==> config.mk <==
export PLATFORM = sky130hd
export DESIGN_NAME = cpu_bus_responder_flat
export DESIGN_NICKNAME = d
export VERILOG_FILES = /design/src/rtl/cpu_bus_pkg.sv /design/src/rtl/cpu_bus_responder_if.sv /design/src/rtl/hram_127x8.sv /design/src/rtl/cpu_bus_responder.sv /design/src/flat_wrapper.sv
export SDC_FILE = /design/constraint.sdc
export NUM_CORES = 1
export LEC_CHECK = 0
export CORE_ASPECT_RATIO = 1.1
export CORE_MARGIN = 10
export CORE_UTILIZATION = 59
export DETAILED_ROUTE_END_ITERATION = 7
export PLACE_DENSITY = 0.74
export SLEW_MARGIN = 20
export SYNTH_ARGS = -nofsm -noshare
export SYNTH_HDL_FRONTEND = slang
export SYNTH_SLANG_ARGS = --single-unit
==> constraint.sdc <==
create_clock -name CLK -period 1.8 [get_ports CLK]
set_input_delay 0.36 -clock CLK [delete_from_list [all_inputs] [get_ports CLK]]
set_output_delay 0.36 -clock CLK [all_outputs]
set_load 0.05 [all_outputs]
==> src/rtl/cpu_bus_pkg.sv <==
// rtl/cpu_bus_pkg.sv - address map, FSM states and helpers for cpu_bus_responder
package cpu_bus_pkg;

  localparam logic [15:0] HRAM_LO      = 16'hFF80;
  localparam logic [15:0] HRAM_HI      = 16'hFFFE;
  localparam logic [15:0] IE_ADDR      = 16'hFFFF;
  localparam logic [15:0] BOOTOFF_ADDR = 16'hFF50;
  localparam logic [15:0] IPL_TOP      = 16'h00FF;
  localparam logic [7:0]  MMIO_PAGE    = 8'hFF;
  localparam logic [7:0]  OPEN_BUS     = 8'hFF;

  typedef enum logic {IDLE, RDATA} state_e;

  function automatic logic is_hram(input logic [15:0] a);
    return (a >= HRAM_LO) && (a <= HRAM_HI);
  endfunction

endpackage

==> src/rtl/cpu_bus_responder_if.sv <==
// rtl/cpu_bus_responder_if.sv - CPU-side bus bundle between the core and the high-page responder
interface cpu_bus_if;
  logic [15:0] A;
  logic [7:0]  D_IN;
  logic        MREQ;
  logic        RD;
  logic        WR;
  logic [7:0]  D_OUT;
  logic        D_OE;
  logic        MMIO_REQ;
  logic        IPL_REQ;
  logic [7:0]  IE;
  logic        BOOT_OFF;
  logic        BUS_ERR;

  modport master (
    output A, D_IN, MREQ, RD, WR,
    input  D_OUT, D_OE, MMIO_REQ, IPL_REQ, IE, BOOT_OFF, BUS_ERR
  );

  modport slave (
    input  A, D_IN, MREQ, RD, WR,
    output D_OUT, D_OE, MMIO_REQ, IPL_REQ, IE, BOOT_OFF, BUS_ERR
  );
endinterface

==> src/rtl/hram_127x8.sv <==
// rtl/hram_127x8.sv - 127x8 high RAM, synchronous write and registered read, no reset
module hram_127x8 (
  input  logic       CLK,
  input  logic       we,
  input  logic [6:0] waddr,
  input  logic [7:0] wdata,
  input  logic [6:0] raddr,
  output logic [7:0] rdata
);

  logic [7:0] mem_q [0:126];

  // Read samples the array before this edge's write lands, giving pre-write data.
  always_ff @(posedge CLK) begin
    if (we) begin
      mem_q[waddr] <= wdata;
    end
    rdata <= mem_q[raddr];
  end

endmodule

==> src/rtl/cpu_bus_responder.sv <==
// rtl/cpu_bus_responder.sv - high-page target: HRAM, IE, boot-ROM disable latch, region decode
// Optional: BOOTOFF_READBACK_EN makes FF50 read back {7'b1111111, BOOT_OFF}.
module cpu_bus_responder
  import cpu_bus_pkg::*;
(
  input  logic      CLK,
  input  logic      RESET,
  cpu_bus_if.slave  bus
);

  logic       rd_req, wr_req, bad_req;
  logic       own_hram, own_ie, own_boot, owned;
  logic [7:0] hram_rdata, dout, boot_rb;

  state_e     state_q, state_d;
  logic       sel_hram_q, sel_hram_d;
  logic [7:0] reg_data_q, reg_data_d;
  logic [7:0] hold_q, hold_d;
  logic [7:0] ie_q, ie_d;
  logic       boot_off_q, boot_off_d;
  logic       bus_err_q, bus_err_d;

  assign rd_req  = bus.MREQ & bus.RD & ~bus.WR;
  assign wr_req  = bus.MREQ & bus.WR & ~bus.RD;
  assign bad_req = bus.MREQ & bus.RD & bus.WR;

  assign own_hram = is_hram(bus.A);
  assign own_ie   = (bus.A == IE_ADDR);
  assign own_boot = (bus.A == BOOTOFF_ADDR);
  assign owned    = own_hram | own_ie | own_boot;

`ifdef BOOTOFF_READBACK_EN
  assign boot_rb = {7'b1111111, boot_off_q};
`else
  assign boot_rb = OPEN_BUS;
`endif

  hram_127x8 u_hram (
    .CLK   (CLK),
    .we    (wr_req & own_hram),
    .waddr (bus.A[6:0]),
    .wdata (bus.D_IN),
    .raddr (bus.A[6:0]),
    .rdata (hram_rdata)
  );

  // hold_q remembers whatever was last presented so D_OUT is stable once D_OE drops.
  assign dout = (state_q == RDATA) ? (sel_hram_q ? hram_rdata : reg_data_q) : hold_q;

  always_comb begin
    state_d    = IDLE;
    sel_hram_d = sel_hram_q;
    reg_data_d = reg_data_q;
    hold_d     = dout;
    ie_d       = ie_q;
    boot_off_d = boot_off_q;
    bus_err_d  = bad_req;
    if (rd_req && owned) begin
      state_d    = RDATA;
      sel_hram_d = own_hram;
      reg_data_d = own_ie ? ie_q : boot_rb;
    end
    if (wr_req) begin
      if (own_ie) begin
        ie_d = bus.D_IN;
      end
      if (own_boot && (bus.D_IN != 8'h00)) begin
        boot_off_d = 1'b1;
      end
    end
  end

  always_ff @(posedge CLK or posedge RESET) begin
    if (RESET) begin
      state_q    <= IDLE;
      sel_hram_q <= 1'b0;
      reg_data_q <= 8'h00;
      hold_q     <= 8'h00;
      ie_q       <= 8'h00;
      boot_off_q <= 1'b0;
      bus_err_q  <= 1'b0;
    end else begin
      state_q    <= state_d;
      sel_hram_q <= sel_hram_d;
      reg_data_q <= reg_data_d;
      hold_q     <= hold_d;
      ie_q       <= ie_d;
      boot_off_q <= boot_off_d;
      bus_err_q  <= bus_err_d;
    end
  end

  assign bus.D_OUT    = dout;
  assign bus.D_OE     = (state_q == RDATA);
  assign bus.MMIO_REQ = (bus.A[15:8] == MMIO_PAGE);
  assign bus.IPL_REQ  = (bus.A <= IPL_TOP) & ~boot_off_q;
  assign bus.IE       = ie_q;
  assign bus.BOOT_OFF = boot_off_q;
  assign bus.BUS_ERR  = bus_err_q;

endmodule

==> src/flat_wrapper.sv <==
// flat-port wrapper written by rule: the top's interface ports become plain ports
module cpu_bus_responder_flat import cpu_bus_pkg::*;
  (CLK, RESET, bus_A, bus_D_IN, bus_MREQ, bus_RD, bus_WR, bus_D_OUT, bus_D_OE, bus_MMIO_REQ, bus_IPL_REQ, bus_IE, bus_BOOT_OFF, bus_BUS_ERR);
  cpu_bus_if bus_i ();
  input  logic CLK;
  input  logic RESET;
  input wire logic [$bits(bus_i.A)-1:0] bus_A;
  input wire logic [$bits(bus_i.D_IN)-1:0] bus_D_IN;
  input wire logic [$bits(bus_i.MREQ)-1:0] bus_MREQ;
  input wire logic [$bits(bus_i.RD)-1:0] bus_RD;
  input wire logic [$bits(bus_i.WR)-1:0] bus_WR;
  output wire logic [$bits(bus_i.D_OUT)-1:0] bus_D_OUT;
  output wire logic [$bits(bus_i.D_OE)-1:0] bus_D_OE;
  output wire logic [$bits(bus_i.MMIO_REQ)-1:0] bus_MMIO_REQ;
  output wire logic [$bits(bus_i.IPL_REQ)-1:0] bus_IPL_REQ;
  output wire logic [$bits(bus_i.IE)-1:0] bus_IE;
  output wire logic [$bits(bus_i.BOOT_OFF)-1:0] bus_BOOT_OFF;
  output wire logic [$bits(bus_i.BUS_ERR)-1:0] bus_BUS_ERR;
  assign bus_i.A = bus_A;
  assign bus_i.D_IN = bus_D_IN;
  assign bus_i.MREQ = bus_MREQ;
  assign bus_i.RD = bus_RD;
  assign bus_i.WR = bus_WR;
  assign bus_D_OUT = bus_i.D_OUT;
  assign bus_D_OE = bus_i.D_OE;
  assign bus_MMIO_REQ = bus_i.MMIO_REQ;
  assign bus_IPL_REQ = bus_i.IPL_REQ;
  assign bus_IE = bus_i.IE;
  assign bus_BOOT_OFF = bus_i.BOOT_OFF;
  assign bus_BUS_ERR = bus_i.BUS_ERR;
  cpu_bus_responder u_core (.CLK(CLK), .RESET(RESET), .bus(bus_i));
endmodule
======== Word-level counts from Yosys, hierarchy flattened ========
Memory sizes are Yosys's and may differ from the RTL's. A register that Yosys moved wholly into a read port is not among the register bits.
Index checks and enable logic that the tools add are counted.
Widths: inputs -> output; s select.
storage, ports and cells
  memories kept ........................... 1
  register bits after elaboration ......... 28
  input bits .............................. 29
  word-level logic and storage cells ...... 38
  RAM bits ................................ 1016
  output and inout port bits .............. 21
memory list
  name                 words  bits a word  rd ports  clocked after Yosys merged registers in  write ports  RTL line          text
  u_core.u_hram.mem_q  127    8            1         1                                        1            hram_127x8.sv:11  logic [7:0] mem_q [0:126];
operators by class
  bitwise logic cells ..................... 12
  mux-type cells .......................... 6
  $lt $le $gt $ge ......................... 3
  reductions and logical operators ........ 6
  equality and inequality tests ........... 3
operator list
  operator              count
  $eq 16x16->1 const B  2
  $mux 8                3
  $ge 16x16->1 const B  1
  $le 16x16->1 const B  1
  $le 16x8->1 const B   1
  $eq 8x8->1 const B    1
  $reduce_bool 8->1     1
  $and 1x1->1           7
  $reduce_and 2->1      2
  $logic_and 1x1->1     3
  $mux 1                3
  $not 1->1             3
  $or 1x1->1            2

======== Longest topological paths before layout ========
  depth after elaboration ................. 6
  gate-level depth with buffers ........... 11
  gate-level depth less buffers ........... 5

======== Cells and area by module ========
Synthesis repeated with hierarchy kept, for this count alone.
second synthesis, totals
  cell total of the unflattened synthesis .. 1983
  area total of the unflattened synthesis .. 41030.6 um^2
by module, submodules not included
  module             instances  area an instance (um^2)  cells each  seq. area each (um^2)
  hram_127x8         1          39800.7                  1882        30669.4
  cpu_bus_responder  1          1229.9                   101         700.7

======== Least setup slack after synthesis ========
No wires, ideal clock.
  path type ............................... in2reg
  start ................................... input bus_A[15]
  end ..................................... memory u_core.u_hram.mem_q[110][0] (enable)
  path slack .............................. -1.098 ns
  library setup time ...................... 0.370 ns
  arrival ................................. 2.528 ns
  stages on the path ...................... 6
  required time ........................... 1.430 ns
  buffers on the path ..................... 1
  path through ............................ nand4_1 nor2_1 and4b_1 nand3_1 clkbuf_1 nor2_1
on the way
  word-level cells in the longest chain between the ends .. 5
  elaborated cells on any way between the ends .. 6
  those cells by class .................... order compare (2); mux (2); bitwise (1); reduce/logical (1)
RTL lines
  item                                          RTL line                 text
  from (decl)                                   flat_wrapper.sv:7        input wire logic [$bits(bus_i.A)-1:0] bus_A;
  $ge 16x16->1 or $le 16x16->1 (tied branches)  cpu_bus_pkg.sv:15        return (a >= HRAM_LO) && (a <= HRAM_HI);
  $logic_and 1x1->1 *                           cpu_bus_pkg.sv:15
  $and 1x1->1 *                                 cpu_bus_responder.sv:40  .we (wr_req & own_hram),
  $mux 1 *                                      hram_127x8.sv:15         if (we) begin
  $mux 1 (implied by the code) *                hram_127x8.sv:16         mem_q[waddr] <= wdata;
  to (decl)                                     hram_127x8.sv:11
Mark *: on every way between the ends. The rest lies on a longest branch, timed or not.

======== Final worst setup path ========
  start ................................... register u_core.sel_hram_q
  end ..................................... output bus_D_OUT[0]
on the way
  word-level cells in the longest chain between the ends .. 2
RTL lines
  item                    RTL line                 text
  from (decl)             cpu_bus_responder.sv:16  logic sel_hram_q, sel_hram_d;
  from (signal assigned)  cpu_bus_responder.sv:84  sel_hram_q <= sel_hram_d;
  $mux 8 (2 in series)    cpu_bus_responder.sv:48  assign dout = (state_q == RDATA) ? (sel_hram_q ? hram_rdata : reg_data_q) : hold_q;
  to (decl)               flat_wrapper.sv:12       output wire logic [$bits(bus_i.D_OUT)-1:0] bus_D_OUT;
Every way passes these cells.

==> flow_metrics.py <==
metrics = {
    "critical_path": {
        "path_class": "reg -> out",
        "crit_family": "buffers and inverters",
        "slowest_delay_ns": 0.34,
        "crit_buf_inv": 2,
        "critPathSlowestCell": "dfrtp_1",
        "reg2reg_depth": 6,
        "arrival_ns": 1.82,
        "required_ns": 1.44,
        "cp_cell_sequence": "buf_6 > mux2i_1 > a21oi_2 > buf_12",
        "setup.worst_path.start_class": "flop",
        "worst-path-stages": 4,
        "endpoint_kind": "output port",
        "cp_max_fo": 9,
    },
    "final_layout": {
        "layout_common_cells": "1,016 x edfxtp_1, 208 x buf_4, 187 x mux4_2",
        "multi_input_area_mm2": 0.0106,
        "nets": 2440,
        "drive_gt1_frac": 0.393,
        "stdcell_area_mm2": 0.0507,
        "layout-area-overhead-vs-synth_pct": 22.9,
        "n_antenna_cell": 0,
        "layout_commonest_cell": "edfxtp_1",
        "n_fill_cell": 3731,
        "regArea_mm2": 0.0314,
    },
    "floorplan": {
        "design.core.area_mm2": 0.0691,
        "die_x_um": 272,
        "io_pins": 50,
        "die_area_mm2": 0.0809,
        "die_h_um": 297,
        "initial_core_util": 0.596,
        "rows": 101,
    },
    "clock_network": {
        "clock_latency_ns": 0.65,
        "clk_pin_slew_ns": 0.06,
        "root_buffer": "clkbuf_16",
        "clock_sinks": 1052,
        "htreeDepth": 3,
        "cts_tree": "built",
        "cts_buffers": 98,
        "clock_path_buffers": 3,
    },
    "routing": {
        "firstDrtPassIters": 7,
        "ant_nets": 0,
        "wl_um": 97500,
        "route.detailed.drc": 0,
        "drt_iter0_drc": 2350,
        "wl_per_cell_um": 28.5,
        "via_per_inst": 6.36,
        "dr_total_vias": 21745,
    },
    "global_route": {
        "grt_use_met3": 0.0414,
        "grt_usage": 0.240,
        "met1_usage": 0.324,
        "grt-ovfl-total": 0,
        "grt_pass1_vias": 22583,
        "grt_antenna_before_repair": 1,
        "grt.busiest_layer": "met2",
        "grt_pass1_wl_um": 146000,
        "grt_max_degree": 129,
        "grt_use_met2": 0.394,
    },
    "yosys": {
        "ys_async_sr_fraction": 0.0266,
        "synth_area_leaders": "edfxtp_1 74%, mux4_2 10%, mux2i_1 2.6%, mux2_2 1.9%, dfrtp_1 1.7%",
        "ys.warnings.count": 0,
        "synth_fp_nets": 2102,
        "synth_top_flop_cell": "edfxtp_1",
        "synthesis.area_mm2": 0.0412,
        "yosysTopAreaCell": "edfxtp_1",
        "ys_ff_latch": 1052,
        "synth_cell_types": 53,
        "synth_cells": 2073,
        "synth_area_per_cell_um2": 19.9,
        "yosysTopAreaCellShare": 0.740,
        "synth-edff-count": 1016,
        "seq_area_frac_synth": 0.761,
    },
    "sta": {
        "tightest_slew_ns": 0.917,
        "clock_skew_ns": 0.0192,
        "max_freq_mhz": 459,
        "fin_crit_sh": 1.21,
        "rsz0062_at_grt": "yes",
        "finalSetupViolCount": 18,
        "timing.final.crit_period_ns": 2.18,
        "finalMaxSlewViolations": 0,
        "hold_violations": 0,
        "slew_headroom": 0.383,
        "hold_ws_ns": 0.100,
        "timing.final.ws_setup_ns": -0.377,
    },
    "place": {
        "place_congestion": 0.900,
        "port_buffers": 49,
        "placed_area_mm2": 0.0461,
        "hpwl_um": 57800,
    },
    "run_status": {
        "violations": "setup timing",
        "run_status": "finished with violations",
    },
    "power": {
        "peakVddDrop_mv": 0.680,
        "powerDensity_mw_per_mm2": 1010,
        "total_power_mw": 51.0,
        "p_leak_nw": 16.7,
    },
    "job": {
        "maxCapViolCount": 0,
    },
    "min_path": {
        "hold_class": "in -> async",
    },
}
state kept, by name, indices dropped and copies added (netlist names):
| signal | flops |
|---|---|
| u_core.hold_q | 8 |
| u_core.u_hram.mem_q | 1016 |
| u_core.bus.D_OE | 1 |
| u_core.sel_hram_q | 1 |
| u_core.reg_data_q | 8 |
| u_core.bus.BUS_ERR | 1 |
| u_core.bus.IE | 8 |
| u_core.bus.BOOT_OFF | 1 |
| u_core.u_hram.rdata | 8 |
layout make-up:
class	instances	share of cell area
repair buffers	355	0.0829
flip-flops and latches	1052	0.619
well taps	927	0.0229
inverters	12	0.000889
clock buffers	119	0.0521
clock inverters	62	0.0133
multi-input cells	892	0.209
power by group:
group          switching (mW)  internal, mW  leakage [nW]
Sequential             0.0441          26.9          9.58
Combinational            1.67          1.20          5.46
Clock                    8.72          12.5          1.62
worst reg2reg max path: stages, from the launching register on:
cell	delay [ns]
edfxtp_1	0.38
mux4_2	0.51
a22oi_2	0.24
nand2_2	0.14
a2111oi_4	0.37
buf_4	0.19
a211oi_2	0.04
routing by layer:
layer  vias up  share of wire
met5         -              0
met4         0          0.032
met3       194          0.081
met2      1061           0.50
met1     11334           0.39
li1       9156              -
synth_stat cells, types with 2 or more instances:
master	n
edfxtp_1	1016
mux4_2	184
nor2_1	154
mux2i_1	107
nand2_1	99
mux2_2	70
a22oi_1	33
buf_4	33
o22ai_1	31
dfrtp_1	28
buf_2	27
clkbuf_1	27
a21oi_1	24
a211oi_1	23
nor2b_1	23
o2111ai_1	16
a2111oi_0	15
buf_6	14
nor4_1	12
inv_1	11
and3_1	9
buf_1	9
nand3_1	9
o21ai_0	9
dfxtp_1	8
mux4_1	8
nor3_1	8
o221ai_1	8
o22a_1	8
or3_1	8
nand2b_1	6
and2_1	4
nand4_1	4
buf_12	3
and4b_1	2
buf_8	2
clkbuf_4	2
nand3b_1	2
nand4_2	2
or2_2	2
cells by family (layout without fill, tap and decap cells):
family	Yosys count	after routing	synth area share
flops	1052	1052	0.761
buf+inv	129	548	0.0200
simple gates	350	350	0.0380
compound gates	173	173	0.0304
mux	369	369	0.151
through the flow:
step / instances / util / setup TNS [ns] / setup slack, ns
floorplan: 2073 / - / -380.56 / -0.468
global placement: 3206 / 0.667 / -713.43 / -1.13
detailed placement: 3206 / 0.667 / -713.55 / -1.16
CTS: 3413 / 0.730 / -9.50 / -0.349
global route: 3419 / 0.733 / -4.81 / -0.420
finish: 3419 / 0.733 / -4.05 / -0.377
worst paths after layout:
kind,startpoint,endpoint,slack [ns]
max,u_core.sel_hram_q$_DFFE_PP0P_,bus_D_OUT[0],-0.38
min,RESET,u_core.sel_hram_q$_DFFE_PP0P_,0.10
max reg2reg,u_core.u_hram.mem_q[3][1]$_DFFE_PP_,u_core.u_hram.rdata[1]$_DFF_P_,-0.19
min reg2reg,u_core.bus.IE[0]$_DFFE_PP0P_,u_core.reg_data_q[0]$_DFFE_PP0P_,0.54
max in group asynchronous,RESET,u_core.bus.D_OE$_DFF_PP0_,1.41
min in group CLK,bus_MREQ,u_core.bus.BUS_ERR$_DFF_PP0_,0.21
repair_timing:
| action | 4_1_cts | 5_1_grt |
|---|---|---|
| setup buffers | 23 | 5 |
| cloned | 3 | 1 |
| hold buffers | 0 | 0 |
| pin swaps | 64 | 11 |
| setup endpoints to repair | 635 | 1037 |
| gates resized for setup | 174 | 35 |
(Power assumes the default switching activity.)
==> RTL edit (config.mk and constraints unchanged) <==
Take the reset off `reg_data_q` and load it in a clocked block of its own.
--- a/src/rtl/cpu_bus_responder.sv
+++ b/src/rtl/cpu_bus_responder.sv
@@ -76,3 +76,2 @@
       sel_hram_q <= 1'b0;
-      reg_data_q <= 8'h00;
       hold_q     <= 8'h00;
@@ -84,3 +83,2 @@
       sel_hram_q <= sel_hram_d;
-      reg_data_q <= reg_data_d;
       hold_q     <= hold_d;
@@ -90,2 +88,6 @@
     end
+  end
+
+  always_ff @(posedge CLK) begin
+    reg_data_q <= reg_data_d;
   end
Check against the original RTL: not settled (the Yosys comparison gave no result); the edit may change what the design does.
==> RTL edit against the original RTL <==
  * Design area grew 0.54%
  * Wire length grew 9.8%
  * The flow still finishes with violations (negative setup slack)
  * Total power shrank 2.4%
  * Cell count grew 2.5%
  * Area after synthesis shrank 0.73%
  * Critical endpoint is now bus_D_OUT[6]
  * Worst setup slack gained 0.026 ns
  * Via count grew 5.1%
  * Clock power shrank 7%
  * Sequential cell count is the same
==> RTL edit: results (changes against the original RTL) <==
stage,metric,value,unit,change
sta,Clock Skews,0.0201,ns,+0.000923 ns
critical_path,endpoint arrival time on the critical path,1.79,ns,-0.03 ns
routing,detailed-route via count,22800,,+5.1%
synth,commonest cells in the netlist,"1,024 x edfxtp_1, 183 x mux4_2, 174 x nor2_1, 97 x mux2_2, 72 x a22oi_1",,
finish,fillcell total,3650,,-2.2%
critical_path,CP endpoint,bus_D_OUT[6],,
cts,Resize count post-CTS,160,,-8.0%
finish,ratio of cells with drive above 1 in the final layout,40.9,%,+1.7 points
global_routing,GR Util All Layers,26.3,%,+2.2 points
critical_path,maximum net fanout on the critical path,5,,-4
sta,headroom to the max-slew limit,45.3,%,+7.0 points
routing,total iterations of the first detailed-routing run,6,,-1
routing,total routed wire length on the met1 layer,39100,microns,+3.9%
critical_path,r2r worst-path depth,5,,-1
outcome,result of the run,"finished, violations left",,
cts,number of buffers inserted by post-CTS setup repair,33,,+43%
critical_path,"slowest stage cell, crit path",dfrtp_2,,
routing,first-iteration detailed-routing DRC count,3122,,+33%
synth,main area contributors after synthesis,"edfxtp_1 75%, mux4_2 10%, mux2_2 2.7%",,
routing,amount of wire on met2 after detailed routing,53400,microns,+9.2%
sta,worst setup margin,-0.350,ns,+0.0265 ns
finish,net count of the finished layout,2534,,+3.9%
synth,post-synthesis average cell area,19.7,sq um,-0.73%
pwr,Max IR drop VDD,0.628,mV,-7.6%
sta,ratio of final minimum period to clock period,119,%,-1.5 points
placed_design,dpl cells,3242,,+1.1%
critical_path,critical register-to-register path startpoint,u_core.u_hram.mem_q[87][2],,
global_routing,met1 global-route usage,34.5,%,+2.1 points
synth,share of the synthesized area in compound gates (AO/OA/AOI/OAI),3.56,%,+0.51 points
outcome,violations in the final reports,negative setup slack,,
placed_design,detailed placer's ending HPWL,64800,microns,+12%
sta,Final setup violation count,20,,+2
pwr,Clock Power,19.9,mW,-7%
global_routing,largest net degree at the start of global routing,57,,-56%
placed_design,pre-CTS setup slack,-1.27,ns,-0.108 ns
synth,proportion of synthesized area in mux cells,14.2,%,-0.90 points
routing,total length of routed met3 wires,9840,microns,+25%
critical_path,delay of the slowest cell on the worst path,0.44,ns,+0.10 ns
synth,"EDFF count, synth",1024,,+0.79%
[RTL edit: layout make-up]
cell class | count | area [sq um] | share of cell area (%)
repair buffers | 451 | 5270 | 10.3
inverters | 3 | 11.3 | 0.0221
flip-flops and latches | 1052 | 31400 | 61.7
clock inverters | 55 | 460 | 0.904
well taps | 927 | 1160 | 2.28
clock buffers | 119 | 2580 | 5.07
multi-input cells | 899 | 10000 | 19.7
[RTL edit: stage by stage]
stage	cell area, sq um	total power [mW]	setup TNS [ns]
6_report	50900	49.8	-4.50
3_5_place_dp	46000	30.1	-1007.40
2_1_floorplan	41600	28.7	-483.59
5_1_grt	50900	51.0	-15.22
3_3_place_gp	46000	30.1	-948.75
4_1_cts	50100	49.7	-4.45
[RTL edit: cell families after synthesis]
kind of cell           Yosys count
multiplexers                   337
flip-flops                    1052
AO/OA/AOI/OAI                  202
AND/OR/NAND/NOR                360
buffers and inverters          122
